==> src/rtl/gpu_addr_unpack.sv <==
// Linear framebuffer address -> (x, y) decoder.
// Uses a one-quotient-bit-per-cycle restoring divider by the row width.
module gpu_addr_unpack #(
    parameter int WIDTH       = 640,
    parameter int HEIGHT      = 480,
    parameter int WIDTH_BITS  = 10,
    parameter int HEIGHT_BITS = 9
) (
    input  logic                              clk,
    input  logic                              n_rst,
    input  logic [WIDTH_BITS+HEIGHT_BITS-1:0] in_addr,
    input  logic                              in_valid,
    output logic                              in_ready,
    output logic [WIDTH_BITS-1:0]             out_x,
    output logic [HEIGHT_BITS-1:0]            out_y,
    output logic                              out_err,
    output logic                              out_valid,
    input  logic                              out_ready
);

    localparam int ADDR_BITS = WIDTH_BITS + HEIGHT_BITS;
    localparam int K_BITS    = (HEIGHT_BITS > 1) ? $clog2(HEIGHT_BITS) : 1;
    localparam logic [ADDR_BITS:0]   PIXELS = (ADDR_BITS+1)'(WIDTH * HEIGHT);
    localparam logic [K_BITS-1:0]    K_TOP  = K_BITS'(HEIGHT_BITS - 1);

    typedef enum logic [1:0] {
        IDLE,
        CALC,
        DONE
    } state_t;

    state_t                 state_q, state_d;
    logic [ADDR_BITS-1:0]   rem_q, rem_d;
    logic [HEIGHT_BITS-1:0] quot_q, quot_d;
    logic [K_BITS-1:0]      k_q, k_d;
    logic                   err_q, err_d;
    logic [WIDTH_BITS-1:0]  x_q, x_d;
    logic [HEIGHT_BITS-1:0] y_q, y_d;

    // Pre-shifted divisors WIDTH<<k, elaborated as constants at full width.
    logic [ADDR_BITS-1:0] div_tbl [HEIGHT_BITS];

    generate
        for (genvar gi = 0; gi < HEIGHT_BITS; gi++) begin : g_div
            assign div_tbl[gi] = ADDR_BITS'(WIDTH) << gi;
        end
    endgenerate

    logic                   trial_ge;
    logic [ADDR_BITS-1:0]   rem_step;
    logic [HEIGHT_BITS-1:0] quot_step;

    always_comb begin
        trial_ge  = (rem_q >= div_tbl[k_q]);
        rem_step  = rem_q;
        quot_step = quot_q;
        if (trial_ge) begin
            rem_step       = rem_q - div_tbl[k_q];
            quot_step[k_q] = 1'b1;
        end
    end

    always_comb begin
        state_d = state_q;
        rem_d   = rem_q;
        quot_d  = quot_q;
        k_d     = k_q;
        err_d   = err_q;
        x_d     = x_q;
        y_d     = y_q;
        case (state_q)
            IDLE: begin
                if (in_valid) begin
                    rem_d   = in_addr;
                    quot_d  = '0;
                    k_d     = K_TOP;
                    err_d   = ({1'b0, in_addr} >= PIXELS);
                    state_d = CALC;
                end
            end
            CALC: begin
                rem_d  = rem_step;
                quot_d = quot_step;
                k_d    = k_q - K_BITS'(1);
                if (k_q == '0) begin
                    k_d     = '0;
                    state_d = DONE;
                    // Out-of-range addresses report (0,0); the divider result is dropped.
                    x_d     = err_q ? '0 : rem_step[WIDTH_BITS-1:0];
                    y_d     = err_q ? '0 : quot_step;
                end
            end
            DONE: begin
                if (out_ready) begin
                    state_d = IDLE;
                end
            end
            default: begin
                state_d = IDLE;
            end
        endcase
    end

    always_ff @(posedge clk or negedge n_rst) begin
        if (!n_rst) begin
            state_q <= IDLE;
            rem_q   <= '0;
            quot_q  <= '0;
            k_q     <= '0;
            err_q   <= 1'b0;
            x_q     <= '0;
            y_q     <= '0;
        end else begin
            state_q <= state_d;
            rem_q   <= rem_d;
            quot_q  <= quot_d;
            k_q     <= k_d;
            err_q   <= err_d;
            x_q     <= x_d;
            y_q     <= y_d;
        end
    end

    assign in_ready  = (state_q == IDLE);
    assign out_valid = (state_q == DONE);
    assign out_x     = x_q;
    assign out_y     = y_q;
    assign out_err   = err_q;

endmodule

==> config.mk <==
export PLATFORM = sky130hd
export DESIGN_NAME = gpu_addr_unpack
export DESIGN_NICKNAME = d
export VERILOG_FILES = /design/src/rtl/gpu_addr_unpack.sv
export SDC_FILE = /design/constraint.sdc
export NUM_CORES = 1
export LEC_CHECK = 0
export BUFFER_PORTS_ARGS = -buffer_cell sky130_fd_sc_hd__buf_2
export CORE_MARGIN = 4
export CORE_UTILIZATION = 51
export CTS_BUF_LIST = sky130_fd_sc_hd__clkbuf_4 sky130_fd_sc_hd__clkbuf_8 sky130_fd_sc_hd__clkbuf_16
export CTS_CLUSTER_SIZE = 30
export DETAILED_ROUTE_END_ITERATION = 6
export GPL_ROUTABILITY_DRIVEN = 0
export PLACE_DENSITY_LB_ADDON = 0.3
export SLEW_MARGIN = 20
export SYNTH_ARGS = -nofsm -noshare
export SYNTH_HDL_FRONTEND = slang
export SYNTH_SLANG_ARGS = --single-unit
==> constraint.sdc <==
create_clock -name clk -period 2.8 [get_ports clk]
set_input_delay 0.14 -clock clk [delete_from_list [all_inputs] [get_ports clk]]
set_output_delay 0.14 -clock clk [all_outputs]
set_load 0.02 [all_outputs]
======== After elaboration in Yosys (flattened, before gate mapping) ========
Memory sizes are Yosys's and may differ from the RTL's.
Index checks and enable logic that the tools add are counted.
storage, ports and cells
  memory bits (read-only) ................. 304
  memories ................................ 1
  register bits ........................... 54
  output and inout port bits .............. 22
operators by class
  bitwise logic cells ..................... 2
  $lt $le $gt $ge ......................... 5
  equality and inequality tests ........... 6
  multiplexer cells ....................... 19
  reductions and logical operators ........ 9
  add/subtract/negate cells ............... 2
memories
  memory           depth  width  read ports  clocked after Yosys merged registers in  write ports  line  source
  (no name shown)  16     19     1           0                                        0            58    rem_step = rem_q - div_tbl[k_q];
operators by type and width
  operator                                                            count
  2-to-1 mux 19 bit                                                   4
  one-hot mux 19 bit (2 select lines)                                 1
  2-to-1 mux 9 bit                                                    3
  greater-or-equal comparator 19 bit                                  1
  greater-or-equal comparator 19 bit (second input constant)          1
  subtractor 19 bit                                                   1
  one-hot mux 9 bit (2 select lines)                                  1
  2-to-1 mux 10 bit                                                   1
  bitwise OR 9 bit                                                    1
  2-to-1 mux 4 bit                                                    2
  one-hot mux 4 bit (2 select lines)                                  1
  2-to-1 mux 2 bit                                                    3
  != test 2 bit (second input constant)                               3
  one-hot mux 2 bit (3 select lines)                                  1
  AND reduction 2 bit                                                 3
  AND reduction 3 bit                                                 2
  greater-or-equal comparator 5 bit (second input constant)           1
  less-than comparator 4 x 5 -> 1 bit (second input constant)         1
  NOT 4 -> 5 bit                                                      1
  demux 1 bit (select 4 bit)                                          1
  greater-or-equal comparator 4 x 1 -> 1 bit (second input constant)  1
  zero test 4 bit                                                     1
  subtractor 4 x 1 -> 4 bit (second input constant)                   1
  == test 2 x 1 -> 1 bit (second input constant)                      1
  other kinds (6)                                                     6

======== Depth between registers and ports, before layout ========
  depth in word-level cells ............... 7
  mapped depth ............................ 14
  mapped depth without buffers ............ 12

======== Least setup slack after synthesis ========
OpenSTA, ideal clock, no wires.
  path kind ............................... register to register
  start ................................... register k_q[2]
  end ..................................... register rem_q[10]
  setup slack ............................. -0.116 ns
  data arrival time ....................... 2.798 ns
  library setup time ...................... 0.118 ns
  stages on the path, launching flop included .. 13
  cells stage by stage .................... dfrtp_1 > or3_1 > nor2_2 > ha_1 > inv_1 > fa_1 > a211oi_2 > o211a_1 > nor4b_2 > o31a_2 > buf_6 > a22o_1 > a21o_1
between the ends
  longest elaborated chain between the ends .. 7
  elaborated cells between the ends (all ways) .. 10
ends and longest elaborated chain
  element                                                                            line    source
  start: declaration                                                                 35      logic [K_BITS-1:0] k_q, k_d;
  start signal: assignment                                                           117     k_q <= k_d;
  NOT 4 -> 5 bit (implied by the code) (*)                                           54, 58
  memory (16 x 19 bit) (*)                                                           -
  2-to-1 mux 19 bit (implied by the code) (*) (2 in a row)                           58
  subtractor 19 bit / greater-or-equal comparator 19 bit (equally long branches)     58, 54
  2-to-1 mux 19 bit / != test 2 bit (equally long branches)                          -
  one-hot mux 19 bit (2 select lines) / AND reduction 3 bit (equally long branches)  -
  end signal: assignment                                                             115     rem_q <= rem_d;
  end: declaration                                                                   33      logic [ADDR_BITS-1:0] rem_q, rem_d;
Every way passes the cells marked *; elsewhere a longest branch is shown, timed or not. The select of a mux whose other input is x is not followed.
A chain may end at the register's enable or synchronous reset.

======== Final worst setup path ========
  start ................................... register k_q[0]
  end ..................................... register rem_q[9]
between the ends
  longest elaborated chain between the ends .. 7
  elaborated cells between the ends (all ways) .. 8
ends and longest elaborated chain
  element                                                                         line    source
  NOT 4 -> 5 bit (implied by the code) (*)                                        54, 58
  memory (16 x 19 bit) (*)                                                        -
  2-to-1 mux 19 bit (implied by the code) (*) (2 in a row)                        58
  subtractor 19 bit / greater-or-equal comparator 19 bit (equally long branches)  58, 54
  2-to-1 mux 19 bit (*)                                                           57      if (trial_ge) begin
  one-hot mux 19 bit (2 select lines) (*)                                         71      case (state_q)
Marks and branches as above.

==> metrics.md <==
| Metric | Value |
|---|---|
| Pin count of the biggest net entering global routing | 39 |
| Critical Path Sink Type | flip-flop |
| Die X-Extent | 84.1 um |
| Register area share after synthesis | 45.7% |
| Worst-Skew Late Latency | 0.31 ns |
| Finish-stage setup viols | 19 |
| Yosys cell types | 57 |
| Kind of critical path | reg2reg |
| Synthesized flop and latch total | 54 |
| Initial DRC Count | 188 |
| Setup tns final | -0.900 ns |
| Number of port buffers | 44 |
| Syn Inst Count | 316 |
| First-pass GRT wire length | 12.8 mm |
| CTS Root Cell | clkbuf_8 |
| Worst min-delay path class | in2reg |
| Drt drc | 0 |
| Peak VDD IR | 839 uV |
| Layout area overhead | 26.6% |
| Async SR Flop Fraction | 100% |
| Fin cells | 471 |
| Placed instance area | 3550 sq um |
| Vias per inst | 5.55 |
| Fin Clk Skew | 0.00953 ns |
| Power density over the cells | 1430 nW/um^2 |
| Slew margin rel. | 47.5% |
| Total CTS buffers | 5 |
| CTS clock-pin slew for the worst setup and hold paths | 0.10 ns |
| Total GRT Usage | between 20% and 30% |
| Crit path from | k_q[0] |
| Fin crit period | about 2.9 ns |
| Routed vias | about 2600 |
| Clk sink count | 54 |
| Max Freq | ~340 MHz |
| EDFF count, synth | 0 |
| Grt ovf | 0 |
| Clock Path Buffers | 2 |
| Pre-Repair DR Iteration Count | 4 |
| Mapped cell area | around 3000 sq um |
| Run status | complete, but fails checks |
| Vias in the first global route | between 2000 and 3000 |
| Synth top area cells | dfrtp_1 (46%), nand2_1 (7.2%), ha_1 (5.1%) |
| Cells after DPL | 460 |
| Routed wire length per instance | 15.6 um |
| Failing checks | setup timing |
| Initial antenna violation count | 0 |
| Max FO, Critical Path | 7 |
| Crit share post-route | 104% |
| ANT nets after route | 0 |
| Mapped Nets | 352 |
| Core ar. | 5570 sq um |
| Post-route cell area | 3740 sq um |
| Core Util, Final | 67.1% |
| Yosys top cell by area | dfrtp_1 |
| Die H | 84.1 um |
| Slew Limit Fails | 0 |
| Final Hold Viols | 0 |
| Reg2reg start | k_q[0] |
| CTS tree | built |
| Die ar. | approximately 7100 sq um |
| Worst Setup Start Kind | flip-flop |
| Core Rows | 27 |
| Worst Slack Setup Final | -0.123 ns |
| Critical Path RT | approximately 3 ns |
| Routed WL | 7.36 mm |
| Number of max-cap violations | 0 |
| RSZ-0062 raised after global routing | yes |
| Most repeated cell in the gate-level netlist after synthesis | nand2_1 |
| N_diodes | 0 |
| Critical path arrival | 3.12 ns |
| HP Start | in_addr[1] |
| Synth cell count leaders | nand2_1 (57), dfrtp_1 (54), o21ai_0 (29), a21oi_1 (14), nor2_1 (14) |
| Static Leak | 0.00185 uW |
| I/O pin total | 45 |
| Post-synth top flop | dfrtp_1 |
| NumNets Final | 434 |
| Pre-CTS setup slack | -0.198 ns |
| Share of layout cells above drive strength 1 | 32.3% |
| Slew at the pin closest to its max-slew limit | 0.785 ns |
| Post-DP HPWL | 5.61 mm |
| Post-synth top area share | 45.7% |
| Initial Utilization | 53.0% |
| Syn avg cell area | 9.35 sq um |
| YS warnings | 0 |
| Clock H-tree levels | 2 |
## layout by cell type (no fill, tap or decap), types with 11 or more instances in the layout
| cell type | n |
|---|---|
| nand2_1 | 57 |
| dfrtp_1 | 53 |
| buf_2 | 44 |
| buf_4 | 44 |
| o21ai_0 | 22 |
| a22o_1 | 12 |
| nor2_1 | 11 |
| a21o_1 | 11 |
| ha_1 | 11 |
## power breakdown
part | total, uW | switching [uW] | internal (uW) | leakage (uW)
Clock | 474 | 270 | 204 | 0.0000514
Sequential | 1390 | 264 | 1120 | 0.000691
Combinational | 3470 | 1790 | 1680 | 0.00110
## layer usage
metal	GRT usage, %	vias to the layer above	wire [um]
met5	0	-	0
li1	-	1277	-
met2	40.0	43	3750
met3	3.46	9	224
met4	4.68	0	89
met1	28.4	1286	3290
## through the flow
stage | hold slack (ns) | total power (uW)
floorplan | -0.156 | 3550
global placement | 0.0966 | 4590
detailed placement | 0.104 | 4670
CTS | 0.00602 | 5270
global route | 0.0103 | 5780
finish | 0.0109 | 5330
## state kept, by name, indices dropped and copies added, names as in the netlist
register	cells
rem_q	19
quot_q	9
out_x	10
out_y	9
out_err	1
k_q	4
state_q	2
## final timing paths
check | to | slack, ns | cells past startpoint
min in group asynchronous | out_x[9] | 0.28 | 2
worst max-delay path | rem_q[9] | -0.12 | 11
worst min register to register | out_y[0] | 0.48 | 2
worst min-delay path | rem_q[1] | 0.01 | 3
max in group asynchronous | rem_q[9] | 1.69 | 3
worst max register to register | rem_q[9] | -0.12 | 11
## worst max-delay path, cell delays in order, from the launching register on
cell,delay [ns]
dfrtp_1,0.39
or3_4,0.41
nor2_4,0.12
ha_4,0.14
inv_2,0.03
fa_2,0.34
a211oi_2,0.23
o211a_1,0.20
nor4b_2,0.06
o31a_4,0.38
or3_1,0.39
o221a_1,0.12
## area by class of cell
class,count,area [sq um]
clock buffer,6,82.6
clock inverter,2,17.5
fill,468,1830
inverter,13,48.8
multi-input combinational,233,1560
sequential,54,1350
tap,72,90.1
timing repair buffer,91,587
## logic make-up (layout without fill, tap and decap cells)
group,Yosys count,in the layout,share of synthesized area (%)
compound gates,97,97,22.4
xor+xnor,9,9,2.67
fa+ha+maj,13,13,5.76
buf+inv,29,112,4.32
flops,54,54,45.7
mux,4,4,1.44
simple gates,110,110,17.7
## repair_timing
action | in CTS | in global routing
buffers inserted | 1 | 1
hold endpoints to repair | 16 | 0
hold buffers | 1 | 0
resized for setup | 20 | 7
endpoints found under the setup margin | 29 | 30
pin swaps | 4 | 8
No activity file was read; power rests on OpenSTA's default activity.
